$ cat config.mk
export PLATFORM = sky130hd
export DESIGN_NAME = poisson_rng_arbiter
export DESIGN_NICKNAME = d
export VERILOG_FILES = /design/src/rtl/poisson_pkg.sv /design/src/rtl/poisson_rng_arbiter_rr_pick.sv /design/src/rtl/poisson_rng_arbiter.sv
export SDC_FILE = /design/constraint.sdc
export NUM_CORES = 1
export LEC_CHECK = 0
export CORE_ASPECT_RATIO = 0.8
export CORE_UTILIZATION = 47
export DETAILED_ROUTE_END_ITERATION = 7
export PLACE_DENSITY = 0.79
export SYNTH_ARGS = -nofsm -noshare
export SYNTH_HDL_FRONTEND = slang
export SYNTH_SLANG_ARGS = --single-unit
$ cat constraint.sdc
create_clock -name clk -period 5.27 [get_ports clk]
set_clock_uncertainty 0.1 [all_clocks]
set_input_delay 0.7905 -clock clk [delete_from_list [all_inputs] [get_ports clk]]
set_output_delay 0.7905 -clock clk [all_outputs]
set_load 0.1 [all_outputs]
$ cat src/rtl/poisson_pkg.sv
// rtl/poisson_pkg.sv - shared types and constants for the Poisson neuron RNG path
//
// Purpose: arbiter FSM state encoding and the random word width shared by
//          the lfsr, the arbiter and the neuron instances.
// Ports:   none (package).
package poisson_pkg;

  localparam int RNG_REG_LEN = 16;

  typedef enum logic [1:0] {
    IDLE  = 2'd0,
    STEP  = 2'd1,
    GRANT = 2'd2
  } rng_arb_state_t;

endpackage

$ cat src/rtl/poisson_rng_arbiter_rr_pick.sv
// rtl/poisson_rng_arbiter_rr_pick.sv - combinational round-robin selector
//
// Purpose: picks the first asserted request at or above ptr, wrapping mod N_REQ.
// Ports:
//   req  in  N_REQ       request vector
//   ptr  in  clog2(N_REQ) highest-priority index for this pick
//   gnt  out N_REQ       one-hot winner (all zero when no request)
//   idx  out clog2(N_REQ) winner index (zero when no request)
//   any  out 1           at least one request present
module rr_pick #(
  parameter int N_REQ = 8,
  parameter int PW    = $clog2(N_REQ)
) (
  input  logic [N_REQ-1:0] req,
  input  logic [PW-1:0]    ptr,
  output logic [N_REQ-1:0] gnt,
  output logic [PW-1:0]    idx,
  output logic             any
);

  always_comb begin
    logic [PW-1:0] cand;
    cand = '0;
    idx  = '0;
    any  = 1'b0;
    // Walk upward from ptr; the first hit wins and later hits are ignored.
    for (int i = 0; i < N_REQ; i++) begin
      cand = PW'((int'(ptr) + i) % N_REQ);
      if (!any && req[cand]) begin
        any = 1'b1;
        idx = cand;
      end
    end
    gnt = any ? (N_REQ'(1) << idx) : '0;
  end

endmodule

$ cat src/rtl/poisson_rng_arbiter.sv
// rtl/poisson_rng_arbiter.sv - shares one LFSR among N_REQ Poisson neuron units
//
// Purpose: steps the external LFSR SKIP times per grant, then hands the word
//          to one requester chosen round-robin. Optional grant statistics are
//          enabled by defining RNG_ARB_STATS_EN.
// Ports:
//   clk        in  1        clock, rising edge
//   reset      in  1        asynchronous active-low reset
//   en         in  1        global enable; low aborts stepping, blocks new arbitration
//   req        in  N_REQ    per-neuron request, held until granted
//   gnt        out N_REQ    one-hot grant, one cycle wide
//   rnd_valid  out 1        high in the grant cycle
//   rnd_data   out REG_LEN  random word, zero unless rnd_valid
//   lfsr_en    out 1        LFSR step enable
//   lfsr_out   in  REG_LEN  LFSR output word
//   grant_cnt  out 32       saturating grant count (RNG_ARB_STATS_EN only)
module poisson_rng_arbiter
  import poisson_pkg::*;
#(
  parameter int N_REQ   = 8,
  parameter int REG_LEN = RNG_REG_LEN,
  parameter int SKIP    = 1
) (
  input  logic               clk,
  input  logic               reset,
  input  logic               en,
  input  logic [N_REQ-1:0]   req,
  output logic [N_REQ-1:0]   gnt,
  output logic               rnd_valid,
  output logic [REG_LEN-1:0] rnd_data,
  output logic               lfsr_en,
  input  logic [REG_LEN-1:0] lfsr_out
`ifdef RNG_ARB_STATS_EN
  ,
  output logic [31:0]        grant_cnt
`endif
);

  localparam int PW = $clog2(N_REQ);
  localparam int CW = (SKIP > 1) ? $clog2(SKIP) : 1;
  localparam logic [CW-1:0] STEP_LOAD = CW'(SKIP - 1);
  localparam logic [PW-1:0] LAST_IDX  = PW'(N_REQ - 1);

  rng_arb_state_t state, next_state;
  logic [PW-1:0]  ptr;
  logic [CW-1:0]  step_cnt;

  logic [N_REQ-1:0] pick_gnt;
  logic [PW-1:0]    pick_idx;
  logic             pick_any;

  rr_pick #(.N_REQ(N_REQ), .PW(PW)) u_pick (
    .req (req),
    .ptr (ptr),
    .gnt (pick_gnt),
    .idx (pick_idx),
    .any (pick_any)
  );

  // State register
  always_ff @(posedge clk or negedge reset) begin
    if (!reset) begin
      state <= IDLE;
    end else begin
      state <= next_state;
    end
  end

  // Next-state logic
  always_comb begin
    next_state = state;
    case (state)
      IDLE: begin
        if (en && |req) next_state = STEP;
      end
      STEP: begin
        if (!en || !(|req))     next_state = IDLE;
        else if (step_cnt == '0) next_state = GRANT;
        else                     next_state = STEP;
      end
      GRANT: begin
        // A grant still occurs with en low; en only decides whether to continue.
        if (pick_any && en && |(req & ~pick_gnt)) next_state = STEP;
        else                                      next_state = IDLE;
      end
      default: next_state = IDLE;
    endcase
  end

  // Step counter: reload on every entry into STEP, count down while stepping.
  always_ff @(posedge clk or negedge reset) begin
    if (!reset) begin
      step_cnt <= '0;
    end else if (next_state == STEP && state != STEP) begin
      step_cnt <= STEP_LOAD;
    end else if (state == STEP && next_state == STEP) begin
      step_cnt <= step_cnt - CW'(1);
    end
  end

  // Round-robin pointer moves only on an actual grant.
  always_ff @(posedge clk or negedge reset) begin
    if (!reset) begin
      ptr <= '0;
    end else if (state == GRANT && pick_any) begin
      ptr <= (pick_idx == LAST_IDX) ? '0 : pick_idx + PW'(1);
    end
  end

  // Outputs are combinational from state so reset clears them immediately.
  always_comb begin
    lfsr_en   = (state == STEP) && en;
    gnt       = (state == GRANT) ? pick_gnt : '0;
    rnd_valid = (state == GRANT) && pick_any;
    rnd_data  = rnd_valid ? lfsr_out : '0;
  end

`ifdef RNG_ARB_STATS_EN
  always_ff @(posedge clk or negedge reset) begin
    if (!reset) begin
      grant_cnt <= '0;
    end else if (rnd_valid && grant_cnt != 32'hFFFF_FFFF) begin
      grant_cnt <= grant_cnt + 32'd1;
    end
  end
`endif

endmodule

==> flow_summary.ini, run 1 <==
[grt]
track_usage = 0.3051
antenna_found_initial = 0
grt_pass1_wl_um = 8224
grt_max_degree = 19
grt_pass1_vias = 1688
gr-total-overflow = 0

[setup_path]
cp.buffers_inverters = 3
crit_path_max_fanout = 11
crit_path_frequent_cell = o21ai_1
reg2reg_from = ptr[0]$_DFFE_PN0P_
crit_path_cell_trace = clkdlybuf4s50_1 > mux2_2 > a222oi_1 > o21a_2 > nand3_4 > o21ai_1 > o21ai_1 > o21ai_1 > inv_1 > ha_1 > ha_1 > and2_1 > buf_12
startpoint = req[2]
crit_path_end = gnt[3]
reg2reg_slack_ps = 610
r2r_end = state[0]$_DFF_PN0_
cpPeakStageDelay_ps = 630
crit_path_end_kind = output pin
cp.required_ps = 4380
worstPathArrival_ps = 4200
crit_family = compound AO/OA/AOI/OAI gates
r2r_cells = 15
cp_num_cells = 13
critPathSlowestCell = clkdlybuf4s50_1
path_class = input pin to output pin
start_kind = input pin

[power]
p_switching_mw = 0.9925
p_int_mw = 0.7080
power.density_nw_per_um2 = 681.6
vdd_drop_max_mv = 0.4144
p_clk_frac = 0.041
p_seq_frac = 0.061
leakage_nw = 1.044
share_comb_of_total_power = 0.898
swShare = 0.5836

[floorplan]
start_util = 0.5136
core_um2 = 3221
die_h_um = 55.06
die_area_um2 = 3762
rows = 18
io_pins = 53
die_w_um = 68.33

[logic_synthesis]
synth_seq_cells = 6
synth_edf_count = 0
synthesis.nets = 237
syn_avg_cell_area_um2 = 8.189
synth-seq-area-share = 0.09077
synth_cell_types = 54
syn_area_um2 = 1654
yosysTopAreaCellShare = 0.1225
syn_inst = 202
synthTopCellsByCount = 24 x and2_1, 15 x inv_1, 13 x nand2_1, 13 x nor2_1, 12 x mux2i_1
yosysMostFrequentCell = and2_1
synth_area_leader_cell = mux4_2
synth_area_leaders = mux4_2 12%, and2_1 9.1%, dfrtp_1 9.1%
synthFlopType = dfrtp_1
ys_async_sr_fraction = 1.000
ys_warn_count = 0

[cells_and_area]
nets = 288
area_growth_syn_to_layout_pct = 50.83
drive_gt1_frac = 0.2430
num_antenna_cells = 0
fill_cells = 212

[sta]
final_hold_viol_count = 0
finalSetupViolations = 0
drv_slew = 0
rsz0062_at_grt = false
slew_headroom = 0.3585
max_freq_mhz = 196.6
timing.hold.ws_ps = 445.9
period_share = 0.9652
period_needed_ps = 5087
setup-tns-final_ps = 0
worst_pin_slew_ps = 959.3

[clock_tree]
insertion_delay_ps = 230
cts.clk_slew.worst_paths_ps = 40
cts.sinks = 6
post_cts_buffers = 0
cts_tree = built
cts_buffers = 3
root_buffer = clkbuf_8
hold_buffers = 0
h-tree-depth = 1
cts.repair.resized = 0
clockBufferDepth = 2

[detailed_routing]
wire_per_inst_um = 18.58
ant_nets = 0
vias = 1902
drt-initial-drc-count = 258
vias_per_cell = 6.536
drc = 0
wl_um = 5406
drt_pass1_iterations = 5

[run]
drv_cap = 0

[place]
io_buffers = 52
dp_hpwl_um = 4406
gp_congestion = 1.018

[outcome]
status = completed

[min_path]
holdPathStages = 2
worstHoldPathType = flip-flop to flip-flop
[cells by family after synthesis]
| group | synth area share |
|---|---|
| muxes | 0.2632 |
| adders and majority gates | 0.06052 |
| AOI/OAI and AO/OA | 0.2277 |
| and+or+nand+nor | 0.2753 |
| buffers and inverters | 0.07186 |
| DFF | 0.09077 |
| xor gates and xnor gates | 0.01059 |
[tightest hold or removal path: cells and delay by family (launching register included)]
| family | cells | cell delay, ps |
|---|---|---|
| flops | 1 | 330 |
| simple gates | 2 | 170 |
[power by group through the flow]
stage | registers [mW] | clock network, mW | logic (mW)
final | 0.104 | 0.0702 | 1.53
after global routing | 0.106 | 0.0739 | 1.62
after CTS | 0.102 | 0.0706 | 1.49
after detailed placement | 0.102 | 0 | 1.49
after global placement | 0.102 | 0 | 1.47
after floorplan | 0.0791 | 0 | 1.12
[metal layers]
layer | GRT usage | vias up | routed length, um
li1 | - | 850 | -
met1 | 0.4309 | 912 | 2330
met2 | 0.4706 | 125 | 2489
met3 | 0.04303 | 15 | 501
met4 | 0.1146 | 0 | 85
met5 | 0 | - | 0
[flip-flops by register name (all words and copies together), names as in the netlist]
register / flops
ptr: 3
step_cnt: 1
state: 2
[how the worst min path moves through the flow]
stage / start / end
2_1_floorplan: reset / ptr[0]$_DFFE_PN0P_
3_3_place_gp: step_cnt$_DFFE_PN0P_ / state[1]$_DFF_PN0_
3_5_place_dp: step_cnt$_DFFE_PN0P_ / state[1]$_DFF_PN0_
4_1_cts: step_cnt$_DFFE_PN0P_ / state[1]$_DFF_PN0_
5_1_grt: step_cnt$_DFFE_PN0P_ / state[1]$_DFF_PN0_
6_report: step_cnt$_DFFE_PN0P_ / state[1]$_DFF_PN0_
[cells in the final DEF, fill, tap and decap left out, types with 2 or more instances in the layout]
| cell | instances |
|---|---|
| a21o_1 | 2 |
| a21oi_1 | 7 |
| a22o_1 | 2 |
| a31oi_1 | 2 |
| and2_1 | 24 |
| and3_1 | 5 |
| buf_12 | 25 |
| buf_4 | 5 |
| clkbuf_8 | 3 |
| clkdlybuf4s50_1 | 27 |
| dfrtp_1 | 6 |
| ha_1 | 8 |
| inv_1 | 15 |
| mux2_1 | 2 |
| mux2_2 | 8 |
| mux2i_1 | 12 |
| mux4_2 | 9 |
| nand2_1 | 13 |
| nand2b_1 | 5 |
| nand3_1 | 2 |
| nor2_1 | 13 |
| nor2b_1 | 3 |
| nor3_1 | 3 |
| nor3b_2 | 2 |
| nor4_1 | 2 |
| o211a_1 | 2 |
| o211ai_1 | 5 |
| o21ai_0 | 7 |
| o21ai_1 | 5 |
| o221ai_1 | 2 |
[layout make-up]
type / count / area (um^2) / share of cell area
sequential: 6 / 150.1 / 0.06018
tap: 40 / 50.05 / 0.02006
multi-input combinational: 169 / 1385 / 0.5552
clock buffer: 3 / 41.29 / 0.01655
inverter: 16 / 60.06 / 0.02407
timing repair buffer: 57 / 808.3 / 0.3240
[metrics by stage]
stage | util | setup slack (ps) | area [um^2] | cells | total power [mW]
2_1_floorplan | - | 88.35 | 1654 | 202 | 1.201
3_3_place_gp | 0.7618 | 410.8 | 2454 | 288 | 1.573
3_5_place_dp | 0.7618 | 309.8 | 2454 | 288 | 1.591
4_1_cts | 0.7747 | 314.2 | 2495 | 291 | 1.665
5_1_grt | 0.7747 | 16.21 | 2495 | 291 | 1.799
6_report | 0.7747 | 183.5 | 2495 | 291 | 1.700
Power figures use the tool's default switching activity.
==> run 2: changes to the inputs <==
Settings changed: GPL_ROUTABILITY_DRIVEN set to 0.
Clock period 5.27 ns to 4.75 ns, I/O delays scaled along.
==> run 2 against run 1 <==
Effect of this change:
- via count rose by 0.42%
- final area rose by 3.7%
- hold slack gained 13 ps
- non-clock buffer count increased by 9
- largest cell class unchanged
==> flow_summary.ini, run 2 (synthesis results as in run 1) <==
[setup_path]
start_kind = input pin
path_class = input pin to output pin
crit_path_end_kind = output pin
r2r_cells = 16
reg2reg_from = ptr[0]$_DFFE_PN0P_
startpoint = req[7]
crit_path_frequent_cell = o21ai_1
crit_path_max_fanout = 7
worstPathArrival_ps = 3790
cp.required_ps = 3940
crit_path_cell_trace = clkdlybuf4s50_1 > mux4_2 > a21oi_1 > a22o_1 > nand3_4 > o21ai_1 > o21ai_1 > o21ai_1 > inv_1 > ha_1 > ha_1 > and2_1 > buf_12
critPathSlowestCell = mux4_2
cpPeakStageDelay_ps = 570

[clock_tree]
cts_buffers = 3
cts.sinks = 6
hold_buffers = 0
cts_tree = built
h-tree-depth = 1
insertion_delay_ps = 220
clockBufferDepth = 2
cts.clk_slew.worst_paths_ps = 40
root_buffer = clkbuf_8

[cells_and_area]
final_common_cell = buf_12
stdcell_count = 300
largest-register = ptr
final_area_um2 = 2587
largest_register_ffs = 3
num_antenna_cells = 0
top_regs = ptr: 3 flops, state: 2 flops, step_cnt: 1 flops
drive_gt1_frac = 0.2731
final_util = 0.8034
area_growth_syn_to_layout_pct = 56.43
nets = 297
final_cell_mix = 25 x buf_12, 24 x and2_1, 20 x clkdlybuf4s50_1, 15 x inv_1, 14 x buf_4

[detailed_routing]
wire_per_inst_um = 19.17
vias = 1910
drt-initial-drc-count = 220
wl_um = 5751
drc = 0
vias_per_cell = 6.367
ant_nets = 0
drt_pass1_iterations = 5

[floorplan]
die_area_um2 = 3762
die_h_um = 55.06
core_um2 = 3221
io_pins = 53
start_util = 0.5136
rows = 18
die_w_um = 68.33

[min_path]
hold_path_startpoint = step_cnt$_DFFE_PN0P_
holdPathStages = 2
worstHoldPathType = flip-flop to flip-flop

[power]
vdd_drop_max_mv = 0.5261
power.density_nw_per_um2 = 771.5
leakage_nw = 1.150
power.total_mw = 1.996

[sta]
timing.hold.ws_ps = 458.4
period_needed_ps = 4601
final_hold_viol_count = 0
period_share = 0.9687
finalSetupViolations = 0
drv_slew = 0
setup-tns-final_ps = 0
max_freq_mhz = 217.3
slew_headroom = 0.3446
timing.final.ws_setup_ps = 148.8
worst_pin_slew_ps = 980.1

[grt]
grt_max_degree = 20
antenna_found_initial = 0
track_usage = 0.3185
grt_pass1_vias = 1701
grt_pass1_wl_um = 8680
gr-total-overflow = 0

[place]
place_worst_setup_slack_ps = 92.76
placed_area_um2 = 2506
io_buffers = 52
place_inst = 295
dp_hpwl_um = 4455

[outcome]
status = completed

[run]
drv_cap = 0
[run 2: cell count changes in the layout (fill, tap and decap cells not counted)]
cell / before / now
dfrtp_2: 0 / 1
dfrtp_1: 6 / 5
nor3b_2: 2 / 1
clkdlybuf4s50_1: 27 / 20
nor3b_4: 0 / 1
dlymetal6s2s_1: 0 / 7
buf_4: 5 / 14
[run 2: final timing paths]
path / endpoint / slack (ps)
max in group asynchronous: ptr[0]$_DFFE_PN0P_ / 3690
min: state[1]$_DFF_PN0_ / 460
min in group asynchronous: state[0]$_DFF_PN0_ / 630
min reg2reg: state[1]$_DFF_PN0_ / 460
max: gnt[3] / 150
max reg2reg: step_cnt$_DFFE_PN0P_ / 540
[run 2: power breakdown]
part | switching (mW) | internal [mW]
registers | 0.0476 | 0.0714
logic | 1.07 | 0.726
clock network | 0.0219 | 0.0544
total | 1.14 | 0.852
[run 2: area by class of cell]
class                           count  area (um^2)
Multi-Input combinational cell    169         1391
Inverter                           16        60.06
Timing Repair Buffer               66        893.4
Tap cell                           40        50.05
Clock buffer                        3        41.29
Sequential cell                     6        151.4
Fill cell                         204        633.1
[run 2: worst max-delay path, delay by kind of cell]
kind,cells,cell delay (ps)
mux,1,570
simple gates,2,300
buf+inv,3,790
compound gates,5,950
fa+ha+maj,2,470
[run 2: timing repair]
action                                  in CTS  in global routing
hold endpoints to repair                     0                  0
resized for setup                            0                  9
buffers inserted                             0                  2
endpoints found under the setup margin       0                 15
[run 2: layer usage]
metal  vias up  global-route usage  wire length [um]  part of all wire
met1       871              0.4726              2405              0.42
met4         0             0.09722               161             0.028
met2       145              0.4592              2504              0.44
met5         -                   0                 0                 0
met3        26             0.06148               679              0.12
li1        868                   -                 -                 -
